===== src/rtl/div_pkg.sv =====
// Shared constants and FSM encoding for the radix-2 restoring divider.
package div_pkg;

  localparam int DIV_WIDTH = 32;
  localparam int DIV_CNT_W = 5;
  localparam int DIV_ITERS = DIV_WIDTH;

  typedef enum logic [1:0] {
    DIV_IDLE = 2'd0,
    DIV_BUSY = 2'd1,
    DIV_DONE = 2'd2
  } div_state_e;

endpackage


===== src/rtl/div_unit_if.sv =====
// Controller <-> divider bundle: requests and operands in, stall/result out.
// Handshake: a request is taken while start_i=1 in IDLE and stays held while div_stall_o=1;
// result_valid_o is a one-cycle pulse, quotient_o/remainder_o hold until the next result.
interface div_unit_if import div_pkg::*; #(parameter int WIDTH = DIV_WIDTH) ();

  logic             start_i;
  logic             signed_div_i;
  logic             annul_i;
  logic [WIDTH-1:0] opdata1_i;
  logic [WIDTH-1:0] opdata2_i;
  logic             div_stall_o;
  logic             result_valid_o;
  logic [WIDTH-1:0] quotient_o;
  logic [WIDTH-1:0] remainder_o;
  div_state_e       state_o;

  modport master (
    output start_i, signed_div_i, annul_i, opdata1_i, opdata2_i,
    input  div_stall_o, result_valid_o, quotient_o, remainder_o, state_o
  );

  modport slave (
    input  start_i, signed_div_i, annul_i, opdata1_i, opdata2_i,
    output div_stall_o, result_valid_o, quotient_o, remainder_o, state_o
  );

endinterface


===== src/rtl/div_restore_step.sv =====
// One restoring-division iteration: shift {rem,quo} left, trial-subtract divisor.
module div_restore_step #(
  parameter int WIDTH = 32
) (
  input  logic [WIDTH-1:0] i_rem,
  input  logic [WIDTH-1:0] i_quo,
  input  logic [WIDTH-1:0] i_divisor,
  output logic [WIDTH-1:0] o_rem,
  output logic [WIDTH-1:0] o_quo
);

  logic [WIDTH:0] w_shift;
  logic [WIDTH:0] w_diff;

  // The extra top bit makes the borrow visible without overflow.
  assign w_shift = {i_rem, i_quo[WIDTH-1]};
  assign w_diff  = w_shift - {1'b0, i_divisor};

  assign o_rem = w_diff[WIDTH] ? w_shift[WIDTH-1:0] : w_diff[WIDTH-1:0];
  assign o_quo = {i_quo[WIDTH-2:0], ~w_diff[WIDTH]};

endmodule


===== src/rtl/div_unit.sv =====
// Multi-cycle DIV/DIVU unit: magnitude restoring division plus sign correction.
module div_unit import div_pkg::*; #(
  parameter int WIDTH = DIV_WIDTH,
  parameter int CNT_W = DIV_CNT_W
) (
  input  logic      clk,
  input  logic      rst,
  div_unit_if.slave bus
);

  localparam logic [CNT_W-1:0] LAST_CNT = CNT_W'(WIDTH - 1);

  div_state_e       r_state;
  div_state_e       w_next_state;
  logic             w_load;
  logic             w_last;
  logic [CNT_W-1:0] r_cnt;
  logic [WIDTH-1:0] r_rem;
  logic [WIDTH-1:0] r_quo;
  logic [WIDTH-1:0] r_div;
  logic             r_neg_q;
  logic             r_neg_r;
  logic [WIDTH-1:0] r_quotient;
  logic [WIDTH-1:0] r_remainder;
  logic [WIDTH-1:0] w_abs1;
  logic [WIDTH-1:0] w_abs2;
  logic [WIDTH-1:0] w_rem_n;
  logic [WIDTH-1:0] w_quo_n;

  assign w_abs1 = (bus.signed_div_i && bus.opdata1_i[WIDTH-1]) ? -bus.opdata1_i : bus.opdata1_i;
  assign w_abs2 = (bus.signed_div_i && bus.opdata2_i[WIDTH-1]) ? -bus.opdata2_i : bus.opdata2_i;

  div_restore_step #(.WIDTH(WIDTH)) u_step (
    .i_rem     (r_rem),
    .i_quo     (r_quo),
    .i_divisor (r_div),
    .o_rem     (w_rem_n),
    .o_quo     (w_quo_n)
  );

  always_ff @(posedge clk or posedge rst) begin
    if (rst) r_state <= DIV_IDLE;
    else     r_state <= w_next_state;
  end

  always_comb begin
    w_next_state = r_state;
    w_load       = 1'b0;
    w_last       = 1'b0;
    case (r_state)
      DIV_IDLE: if (bus.start_i) begin
        w_next_state = DIV_BUSY;
        w_load       = 1'b1;
      end
      DIV_BUSY: if (r_cnt == LAST_CNT) begin
        w_next_state = DIV_DONE;
        w_last       = 1'b1;
      end
      DIV_DONE: w_next_state = DIV_IDLE;
      default:  w_next_state = DIV_IDLE;
    endcase
    // Annul beats both a new start and the final BUSY->DONE step.
    if (bus.annul_i) begin
      w_next_state = DIV_IDLE;
      w_load       = 1'b0;
      w_last       = 1'b0;
    end
  end

  always_ff @(posedge clk or posedge rst) begin
    if (rst) begin
      r_cnt       <= '0;
      r_rem       <= '0;
      r_quo       <= '0;
      r_div       <= '0;
      r_neg_q     <= 1'b0;
      r_neg_r     <= 1'b0;
      r_quotient  <= '0;
      r_remainder <= '0;
    end else begin
      if (w_load) begin
        r_cnt   <= '0;
        r_rem   <= '0;
        r_quo   <= w_abs1;
        r_div   <= w_abs2;
        r_neg_q <= bus.signed_div_i & (bus.opdata1_i[WIDTH-1] ^ bus.opdata2_i[WIDTH-1]);
        r_neg_r <= bus.signed_div_i & bus.opdata1_i[WIDTH-1];
      end else if (r_state == DIV_BUSY && !bus.annul_i) begin
        r_cnt <= r_cnt + 1'b1;
        r_rem <= w_rem_n;
        r_quo <= w_quo_n;
      end
      // Results are captured from the final iteration so they are ready in DONE.
      if (w_last) begin
        r_quotient  <= r_neg_q ? -w_quo_n : w_quo_n;
        r_remainder <= r_neg_r ? -w_rem_n : w_rem_n;
      end
    end
  end

  assign bus.div_stall_o    = bus.start_i & ~rst & (r_state != DIV_DONE);
  assign bus.result_valid_o = (r_state == DIV_DONE);
  assign bus.quotient_o     = r_quotient;
  assign bus.remainder_o    = r_remainder;
  assign bus.state_o        = r_state;

endmodule


===== src/flat_wrapper.sv =====
// flat-port wrapper written by rule: the top's interface ports become plain ports
module div_unit_flat import div_pkg::*;
#(
  parameter int WIDTH = DIV_WIDTH,
  parameter int CNT_W = DIV_CNT_W
)
  (clk, rst, bus_start_i, bus_signed_div_i, bus_annul_i, bus_opdata1_i, bus_opdata2_i, bus_div_stall_o, bus_result_valid_o, bus_quotient_o, bus_remainder_o, bus_state_o);
  div_unit_if #(.WIDTH(WIDTH)) bus_i ();
  input  logic clk;
  input  logic rst;
  input wire logic [$bits(bus_i.start_i)-1:0] bus_start_i;
  input wire logic [$bits(bus_i.signed_div_i)-1:0] bus_signed_div_i;
  input wire logic [$bits(bus_i.annul_i)-1:0] bus_annul_i;
  input wire logic [$bits(bus_i.opdata1_i)-1:0] bus_opdata1_i;
  input wire logic [$bits(bus_i.opdata2_i)-1:0] bus_opdata2_i;
  output wire logic [$bits(bus_i.div_stall_o)-1:0] bus_div_stall_o;
  output wire logic [$bits(bus_i.result_valid_o)-1:0] bus_result_valid_o;
  output wire logic [$bits(bus_i.quotient_o)-1:0] bus_quotient_o;
  output wire logic [$bits(bus_i.remainder_o)-1:0] bus_remainder_o;
  output wire logic [$bits(bus_i.state_o)-1:0] bus_state_o;
  assign bus_i.start_i = bus_start_i;
  assign bus_i.signed_div_i = bus_signed_div_i;
  assign bus_i.annul_i = bus_annul_i;
  assign bus_i.opdata1_i = bus_opdata1_i;
  assign bus_i.opdata2_i = bus_opdata2_i;
  assign bus_div_stall_o = bus_i.div_stall_o;
  assign bus_result_valid_o = bus_i.result_valid_o;
  assign bus_quotient_o = bus_i.quotient_o;
  assign bus_remainder_o = bus_i.remainder_o;
  assign bus_state_o = bus_i.state_o;
  div_unit #(.WIDTH(WIDTH), .CNT_W(CNT_W)) u_core (.clk(clk), .rst(rst), .bus(bus_i));
endmodule

===== config.mk =====
export PLATFORM = sky130hd
export DESIGN_NAME = div_unit_flat
export DESIGN_NICKNAME = d
export VERILOG_FILES = /design/src/rtl/div_pkg.sv /design/src/rtl/div_unit_if.sv /design/src/rtl/div_restore_step.sv /design/src/rtl/div_unit.sv /design/src/flat_wrapper.sv
export SDC_FILE = /design/constraint.sdc
export NUM_CORES = 1
export LEC_CHECK = 0
export BUFFER_PORTS_ARGS = -buffer_cell sky130_fd_sc_hd__buf_2
export CAP_MARGIN = 20
export CORE_ASPECT_RATIO = 2
export CORE_MARGIN = 3
export CORE_UTILIZATION = 25
export CTS_CLUSTER_SIZE = 8
export DETAILED_ROUTE_END_ITERATION = 12
export PLACE_DENSITY_LB_ADDON = 0.1
export RECOVER_POWER = 100
export SKIP_CTS_REPAIR_TIMING = 1
export SLEW_MARGIN = 20
export SYNTH_ARGS = -nofsm -noshare
export SYNTH_HDL_FRONTEND = slang
export SYNTH_SLANG_ARGS = --single-unit

===== constraint.sdc =====
create_clock -name clk -period 7.6 [get_ports clk]
set_input_delay 1.52 -clock clk [delete_from_list [all_inputs] [get_ports clk]]
set_output_delay 1.52 -clock clk [all_outputs]
set_load 0.005 [all_outputs]

==> impl_metrics.json, run 1 <==
{
  "outcome": "finished, violations left",
  "violations": "capacitance limit, slew limit",
  "wl_per_cell_um": 21.3,
  "cts_buffers": 17,
  "syn_nets": 1601,
  "root_buffer": "clkbuf_16",
  "endpoint_kind": "flip-flop",
  "preCtsSetupSlack_ns": 2.50,
  "h-tree-depth": 4,
  "ys_ff_latch": 169,
  "setup_violations": 0,
  "worstSetupPathType": "reg -> reg",
  "hp-start": "u_core.bus.quotient_o[1]$_DFFE_PP0P_",
  "grt_setup_unrepaired": "false",
  "fp.dieArea_mm2": 0.0512,
  "synth_cell_types": 80,
  "core-area_mm2": 0.0476,
  "synth_area_mm2": 0.0121,
  "hold_violations": 0,
  "clkLatencyLatePin_ns": 0.46,
  "drive_above_1_share": 0.0860,
  "ys_warn_count": 0,
  "maxCapViolations": 7,
  "grt_overflow": 0,
  "peakVddDrop_uv": 160,
  "initial_core_util": 0.254,
  "wl_met3_mm": 1.22,
  "yosysTopAreaCellShare": 0.349,
  "slowest_stage": "clkbuf_1",
  "io_buffers": 136,
  "seq_area_frac_synth": 0.349,
  "crit_start": "u_core.r_quo[31]$_DFFE_PP0P_",
  "hold_path.class": "reg -> reg",
  "startpoint_type": "flip-flop",
  "cts_tree": "built",
  "ioPinCount": 137,
  "critPathBufInv": 3,
  "first_pass_iters": 5,
  "ys.flop_type": "dfrtp_1",
  "synth_cells": 1493,
  "cp_top_family": "buffers and inverters",
  "path_common_cell": "inv_1",
  "highest_layer": "met4",
  "fin_crit_sh": 0.800,
  "wl_met1_mm": 15.1,
  "grt_antenna_before_repair": 0,
  "die_h_um": 317,
  "antenna_left": 0,
  "required_ns": 7.81,
  "drv_slew": 358,
  "grt_max_degree": 85,
  "synth.avg_cell_area_um2": 8.10,
  "synth_largest_area_cell": "dfrtp_1",
  "grt_usage": 0.186,
  "clock_sinks": 169,
  "max_freq_mhz": 164,
  "critPathMaxFanout": 42,
  "worstMarginPinSlew_ns": 3.07,
  "drt_iter0_markers": 522,
  "fin_worst_skew_ns": 0.0156,
  "first_global_vias": 11655,
  "drc": 0,
  "fin_crit_ns": 6.08,
  "synth-async-reset-ratio": 1.00,
  "dr_wl_met2_mm": 27.8,
  "synth_area_leaders": "dfrtp_1 (35%), o21ai_0 (8.3%), nand2_1 (6.7%)",
  "synth-edff-count": 0,
  "gp_congestion": 0.841,
  "path_clk_slew_ns": 0.07,
  "relSlewSlack": -1.04,
  "num_vias": 11331,
  "insertedDiodeCount": 0,
  "p_per_area_mw_per_mm2": 222,
  "grt_pass1_wl_mm": 71.4,
  "nets": 1688,
  "crit_arrival_ns": 6.30,
  "worst_slack_ns": 1.52,
  "crit_path_cell_trace": "inv_1, ha_1, fa_1, nand2b_1, a211o_1, a21boi_0, or2_0, o21ai_4, xnor2_4, clkbuf_1, mux2i_1, inv_1, o41ai_1, xor2_1, o21ai_0",
  "p_leak_uw": 0.00578,
  "reg2reg_from": "u_core.r_quo[31]$_DFFE_PP0P_",
  "tns_ns": 0,
  "fp.dieW_um": 162,
  "yosysMostFrequentCell": "nand2_1",
  "synthTopCellsByCount": "nand2_1 (215), o21ai_0 (200), dfrtp_1 (169)",
  "total_power_uw": 3060,
  "post-dp-hpwl_mm": 37.3,
  "viasPerCell": 5.09,
  "slowest_delay_ns": 1.72,
  "wl_mm": 47.3,
  "cts_buffer_depth": 2,
  "fp-row-count": 113,
  "areaGrowthSynthToFinish_pct": 14.2
}
-- power breakdown --
group | switching (uW) | internal (uW) | total, uW
Combinational | 685 | 356 | 1040
Sequential | 112 | 994 | 1110
Clock | 406 | 511 | 918
-- sequential cells by signal, summed over array words and instances (netlist names) --
register / flops
u_core.r_cnt: 5
u_core.bus.quotient_o: 32
u_core.r_neg_q: 1
u_core.bus.remainder_o: 32
u_core.r_neg_r: 1
u_core.bus.state_o: 2
u_core.r_quo: 32
u_core.r_rem: 32
u_core.r_div: 32
-- layer usage --
metal / up-vias / GRT usage
li1: 5517 / -
met1: 5472 / 0.165
met2: 249 / 0.382
met3: 93 / 0.0254
met4: 0 / 0.116
met5: - / 0
-- path summary, 6_finish.rpt --
check,end,slack [ns],cells after the start
min in group asynchronous,u_core.r_quo[16]$_DFFE_PP0P_,1.65,2
worst min-delay path,u_core.bus.quotient_o[1]$_DFFE_PP0P_,0.48,2
max in group asynchronous,u_core.r_div[25]$_DFFE_PP0P_,4.17,3
worst min register to register,u_core.bus.quotient_o[1]$_DFFE_PP0P_,0.48,2
worst max-delay path,u_core.bus.remainder_o[28]$_DFFE_PP0P_,1.52,15
worst max register to register,u_core.bus.remainder_o[28]$_DFFE_PP0P_,1.52,15
-- layout make-up --
type / count / area [um^2]
Clock inverter: 10 / 116
Clock buffer: 22 / 474
Inverter: 54 / 204
Timing Repair Buffer: 151 / 691
Fill cell: 5258 / 33800
Multi-Input combinational cell: 1187 / 7310
Sequential cell: 169 / 4230
Tap cell: 632 / 791
-- placed cells by master (no fill, tap or decap), drive strengths merged, types with 5 or more instances in the layout --
cell,n
nand3,15
nor2,102
o2111ai,9
or3,24
and2,18
nand4,15
or2,7
a21boi,5
a31oi,12
nand2,215
nand3b,5
nor3,45
clkinv,5
a211oi,7
a21o,10
xnor2,65
a22o,8
o22ai,5
dfrtp,169
a22oi,33
o21a,10
nor4,21
buf,80
o311ai,5
o31ai,25
nand2b,10
xor2,71
inv,54
a21oi,80
ha,38
nor2b,7
o21ai,215
and3,10
o211ai,11
o211a,5
or4,12
clkbuf,93
mux2i,18
o41ai,9
-- tightest hold or removal path, delay by kind of cell (launching register included) --
family	cells	cell delay (ns)
and+or+nand+nor	1	0.04
DFF	1	0.34
AOI/OAI and AO/OA	1	0.06
-- metrics by stage --
step,utilization,instance area (um^2),cells,hold slack [ns]
5_1_grt,0.290,13800,2225,0.502
2_1_floorplan,-,12100,1493,0.450
3_5_place_dp,0.280,13400,2193,0.466
3_3_place_gp,0.280,13400,2193,0.462
6_report,0.290,13800,2225,0.478
4_1_cts,0.293,14000,2225,0.483
-- cells by family after synthesis --
logic type / after synthesis / synth area share
and+or+nand+nor: 522 / 0.205
adders and majority gates: 39 / 0.0409
AOI/OAI and AO/OA: 468 / 0.240
xor gates and xnor gates: 136 / 0.100
muxes: 22 / 0.0186
DFF: 169 / 0.349
buffers and inverters: 137 / 0.0456
No activity file was read; power rests on OpenSTA's default activity.
==> inputs of run 2 (changes only) <==
clock period = 5.8 ns   (was 7.6 ns; I/O delays follow)
==> impl_metrics.json, run 2 (same netlist as run 1, synthesis figures left out) <==
{
  "relSlewSlack": -1.35,
  "fp.dieArea_mm2": 0.0512,
  "violations": "capacitance limit, slew limit",
  "grt_setup_unrepaired": "false",
  "drc": 0,
  "critPathMaxFanout": 7,
  "tns_ns": 0,
  "die_h_um": 317,
  "drt_iter0_markers": 510,
  "slowest_delay_ns": 0.42,
  "setup_violations": 0,
  "viasPerCell": 5.10,
  "wl_mm": 48.1,
  "grt_pass1_wl_mm": 72.8,
  "gp_congestion": 0.917,
  "first_pass_iters": 5,
  "p_per_area_mw_per_mm2": 295,
  "peakVddDrop_uv": 233,
  "max_freq_mhz": 193,
  "hold_violations": 0,
  "root_buffer": "clkbuf_16",
  "cts_buffer_depth": 2,
  "seq_area_mm2": 0.00423,
  "antenna_left": 0,
  "fin_worst_skew_ns": 0.0168,
  "num_vias": 11329,
  "core-area_mm2": 0.0476,
  "fp.dieW_um": 162,
  "areaGrowthSynthToFinish_pct": 14.3,
  "startpoint_type": "flip-flop",
  "grt_usage": 0.190,
  "p_seq_frac": 0.354,
  "crit_arrival_ns": 5.45,
  "required_ns": 6.08,
  "fill_cells": 5307,
  "ioPinCount": 137,
  "grt_overflow": 0,
  "cts_tree": "built",
  "h-tree-depth": 4,
  "pwr-share-comb": 0.334,
  "grt_antenna_before_repair": 0,
  "clock_sinks": 169,
  "wl_per_cell_um": 21.6,
  "nets": 1686,
  "switching_share": 0.390,
  "fin_crit_ns": 5.17,
  "worstSetupPathType": "reg -> reg",
  "post-dp-hpwl_mm": 37.8,
  "first_global_vias": 11723,
  "outcome": "finished, violations left",
  "endpoint_kind": "flip-flop",
  "fin_crit_sh": 0.891,
  "final_common_cell": "nand2_1",
  "drv_slew": 215,
  "preCtsSetupSlack_ns": 0.720,
  "intPower_uw": 2490,
  "hold_path.class": "reg -> reg",
  "fp-row-count": 113,
  "worstMarginPinSlew_ns": 3.51,
  "power.share.clock": 0.312,
  "drive_above_1_share": 0.0918,
  "path_clk_slew_ns": 0.07,
  "cts_buffers": 17,
  "worst_slack_ns": 0.630,
  "switchingPower_uw": 1590,
  "p_leak_uw": 0.00581,
  "multi_input_comb_area_mm2": 0.00730,
  "clkLatencyLatePin_ns": 0.47,
  "slowest_stage": "fa_1",
  "insertedDiodeCount": 0,
  "maxCapViolations": 5,
  "initial_core_util": 0.254,
  "io_buffers": 136,
  "layout_common_cells": "nand2_1 (215), o21ai_0 (205), dfrtp_1 (169), nor2_1 (102)",
  "grt_max_degree": 96,
  "crit_path_cell_trace": "inv_1, ha_1, fa_1, nand2b_1, a211o_1, a21boi_1, or2_4, o21ai_4, xnor2_1, inv_2, a21oi_1, ha_1, nand2b_1, nor2_1, nand2_1, or3_1, or3_1, mux2i_1, nand2_1, nor4_1, mux2i_1, o311ai_0"
}
## run 2: routing by layer
| metal | up-vias | track usage | wire (um) |
|---|---|---|---|
| li1 | 5509 | - | - |
| met1 | 5494 | 0.172 | 15400 |
| met2 | 242 | 0.388 | 28400 |
| met3 | 84 | 0.0227 | 1120 |
| met4 | 0 | 0.117 | 3100 |
| met5 | - | 0 | 0 |
## run 2: path summary, 6_finish.rpt
check / startpoint / end / slack [ns] / depth (start not counted)
worst max-delay path: u_core.r_quo[31]$_DFFE_PP0P_ / u_core.bus.remainder_o[30]$_DFFE_PP0P_ / 0.63 / 22
worst min-delay path: u_core.bus.remainder_o[26]$_DFFE_PP0P_ / u_core.bus.remainder_o[26]$_DFFE_PP0P_ / 0.48 / 2
worst max register to register: u_core.r_quo[31]$_DFFE_PP0P_ / u_core.bus.remainder_o[30]$_DFFE_PP0P_ / 0.63 / 22
worst min register to register: u_core.bus.remainder_o[26]$_DFFE_PP0P_ / u_core.bus.remainder_o[26]$_DFFE_PP0P_ / 0.48 / 2
max in group asynchronous: rst / u_core.bus.remainder_o[20]$_DFFE_PP0P_ / 1.35 / 3
min in group asynchronous: rst / u_core.bus.quotient_o[18]$_DFFE_PP0P_ / 1.72 / 2
## run 2: power by group through the flow
stage	Sequential [uW]	Combinational, uW	Clock (uW)
6_report	1450	1360	1270
5_1_grt	1470	1520	1360
4_1_cts	1440	1400	1320
3_5_place_dp	1470	1390	0
3_3_place_gp	1470	1390	0
2_1_floorplan	1420	926	0
## run 2: final cells by class
| type | instances | area share |
|---|---|---|
| clock buffer | 18 | 0.0310 |
| timing repair buffer | 149 | 0.0496 |
| inverter | 54 | 0.0147 |
| tap | 632 | 0.0572 |
| multi-input combinational | 1187 | 0.528 |
| clock inverter | 14 | 0.0140 |
| sequential | 169 | 0.306 |
## run 2: critical path, delay by kind of cell, from the launching register on
kind | cells | cell delay [ns]
flip-flops | 1 | 0.41
adder cells (fa/ha/maj) | 3 | 0.87
buffers and inverters | 2 | 0.18
AO/OA/AOI/OAI | 5 | 1.04
AND/OR/NAND/NOR | 9 | 1.84
multiplexers | 2 | 0.44
XOR/XNOR | 1 | 0.23
## run 2: through the flow
stage                     cell area, um^2  power [uW]  std cells  utilization  hold slack [ns]
after global routing                13800        4350       2223        0.290            0.504
after floorplan                     12100        2350       1493            -            0.450
final                               13800        4080       2223        0.290            0.480
after CTS                           14000        4170       2223        0.293            0.486
after global placement              13400        2860       2191        0.280            0.463
after detailed placement            13400        2860       2191        0.280            0.469
==> inputs of run 3 (changes only) <==
MAX_ROUTING_LAYER = met4   (was unset)
==> impl_metrics.json, run 3 (same netlist as run 1, synthesis figures left out) <==
{
  "outcome": "finished, violations left",
  "violations": "capacitance limit, slew limit",
  "endpoint_kind": "flip-flop",
  "startpoint_type": "flip-flop",
  "max_freq_mhz": 195,
  "num_vias": 11322,
  "required_ns": 6.11,
  "grt_setup_unrepaired": "false",
  "drive_above_1_share": 0.0911,
  "worstSetupPathType": "reg -> reg",
  "cts_tree": "built",
  "hold_violations": 0,
  "cts_buffers": 17,
  "drt_iter0_markers": 630,
  "root_buffer": "clkbuf_16",
  "gp_congestion": 0.900,
  "drv_slew": 207,
  "post_dp_cell_area_mm2": 0.0134,
  "die_h_um": 317,
  "fp.dieW_um": 162,
  "insertedDiodeCount": 0,
  "drc": 0,
  "post-dp-hpwl_mm": 38.0,
  "multi_input_comb_area_mm2": 0.00731,
  "highest_layer": "met4",
  "path_clk_slew_ns": 0.07,
  "grt_pass1_wl_mm": 72.0,
  "grt_antenna_before_repair": 0,
  "clock_sinks": 169,
  "p_leak_uw": 0.00582,
  "hold_path.class": "reg -> reg",
  "io_buffers": 136,
  "h-tree-depth": 4,
  "areaGrowthSynthToFinish_pct": 14.6,
  "worstMarginPinSlew_ns": 3.45,
  "grt_overflow": 0,
  "fp.dieArea_mm2": 0.0512,
  "final_common_cell": "nand2_1",
  "setup_violations": 0,
  "crit_arrival_ns": 5.44,
  "wl_met3_um": 921,
  "viasPerCell": 5.09,
  "relSlewSlack": -1.32,
  "fin_area_mm2": 0.0139,
  "fill_cells": 5300,
  "antenna_left": 0,
  "tns_ns": 0,
  "p_per_area_mw_per_mm2": 296,
  "grt_max_degree": 96,
  "core-area_mm2": 0.0476,
  "nets": 1688,
  "dr_wl_met2_mm": 28.2,
  "ioPinCount": 137,
  "fin_crit_sh": 0.884,
  "clkLatencyLatePin_ns": 0.46,
  "peakVddDrop_uv": 229,
  "layout_common_cells": "nand2_1 (215), o21ai_0 (203), dfrtp_1 (169), nor2_1 (102), a21oi_1 (77)",
  "first_global_vias": 11800,
  "wl_mm": 47.9,
  "critPathMaxFanout": 8,
  "grt_usage": 0.193,
  "maxCapViolations": 5,
  "wl_met1_mm": 15.4,
  "wl_per_cell_um": 21.5,
  "fin_worst_skew_ns": 0.0201,
  "fin_crit_ns": 5.13,
  "total_power_uw": 4110,
  "first_pass_iters": 5,
  "initial_core_util": 0.254,
  "fp-row-count": 113,
  "cts_buffer_depth": 2,
  "seq_area_mm2": 0.00423
}
run 3: area by class of cell:
cell class | instances | share of cell area
Clock buffer | 19 | 0.0327
Inverter | 54 | 0.0147
Sequential cell | 169 | 0.305
Timing Repair Buffer | 151 | 0.0501
Clock inverter | 12 | 0.0135
Multi-Input combinational cell | 1187 | 0.527
Tap cell | 632 | 0.0570
run 3: layer usage:
layer	track usage	vias up
met3	0.0198	91
li1	-	5514
met5	-	-
met2	0.389	214
met1	0.165	5503
met4	0.120	0
run 3: through the flow:
| stage | worst slack, ns | utilization | cells | hold WS (ns) |
|---|---|---|---|---|
| 6_report | 0.672 | 0.291 | 2224 | 0.481 |
| 5_1_grt | 0.0867 | 0.291 | 2224 | 0.503 |
| 4_1_cts | 0.656 | 0.294 | 2224 | 0.484 |
| 3_5_place_dp | 0.671 | 0.281 | 2193 | 0.467 |
| 3_3_place_gp | 0.776 | 0.281 | 2193 | 0.462 |
| 2_1_floorplan | 0.0649 | - | 1493 | 0.450 |
run 3: worst max-delay path, stage by stage (launching register included):
cell      delay, ns
dfrtp_1        0.41
inv_1          0.06
ha_1           0.20
fa_1           0.42
nand2b_1       0.21
a211o_1        0.31
a21boi_1       0.24
or2_4          0.19
o21ai_4        0.08
xnor2_4        0.15
inv_2          0.14
nor2_1         0.06
a21oi_1        0.22
ha_1           0.24
nand2b_1       0.10
nor2_1         0.11
nand2_1        0.09
or3_1          0.37
or3_1          0.41
mux2i_1        0.23
nand2_1        0.10
nor4_1         0.30
mux2i_1        0.23
o311ai_0       0.13
run 3: final timing paths:
kind | slack (ns) | depth (start not counted) | end | startpoint
max | 0.67 | 23 | u_core.bus.remainder_o[30]$_DFFE_PP0P_ | u_core.r_quo[31]$_DFFE_PP0P_
min | 0.48 | 2 | u_core.r_div[10]$_DFFE_PP0P_ | u_core.r_div[10]$_DFFE_PP0P_
max reg2reg | 0.67 | 23 | u_core.bus.remainder_o[30]$_DFFE_PP0P_ | u_core.r_quo[31]$_DFFE_PP0P_
min reg2reg | 0.48 | 2 | u_core.r_div[10]$_DFFE_PP0P_ | u_core.r_div[10]$_DFFE_PP0P_
max in group asynchronous | 1.39 | 3 | u_core.bus.remainder_o[15]$_DFFE_PP0P_ | rst
min in group asynchronous | 1.68 | 2 | u_core.bus.quotient_o[19]$_DFFE_PP0P_ | rst
run 3: report_power, final:
group	leakage, uW	total, uW	internal (uW)	switching [uW]
combinational	0.00326	1370	462	908
clock	0.000307	1290	749	542
sequential	0.00226	1440	1300	143
total	0.00582	4110	2510	1590
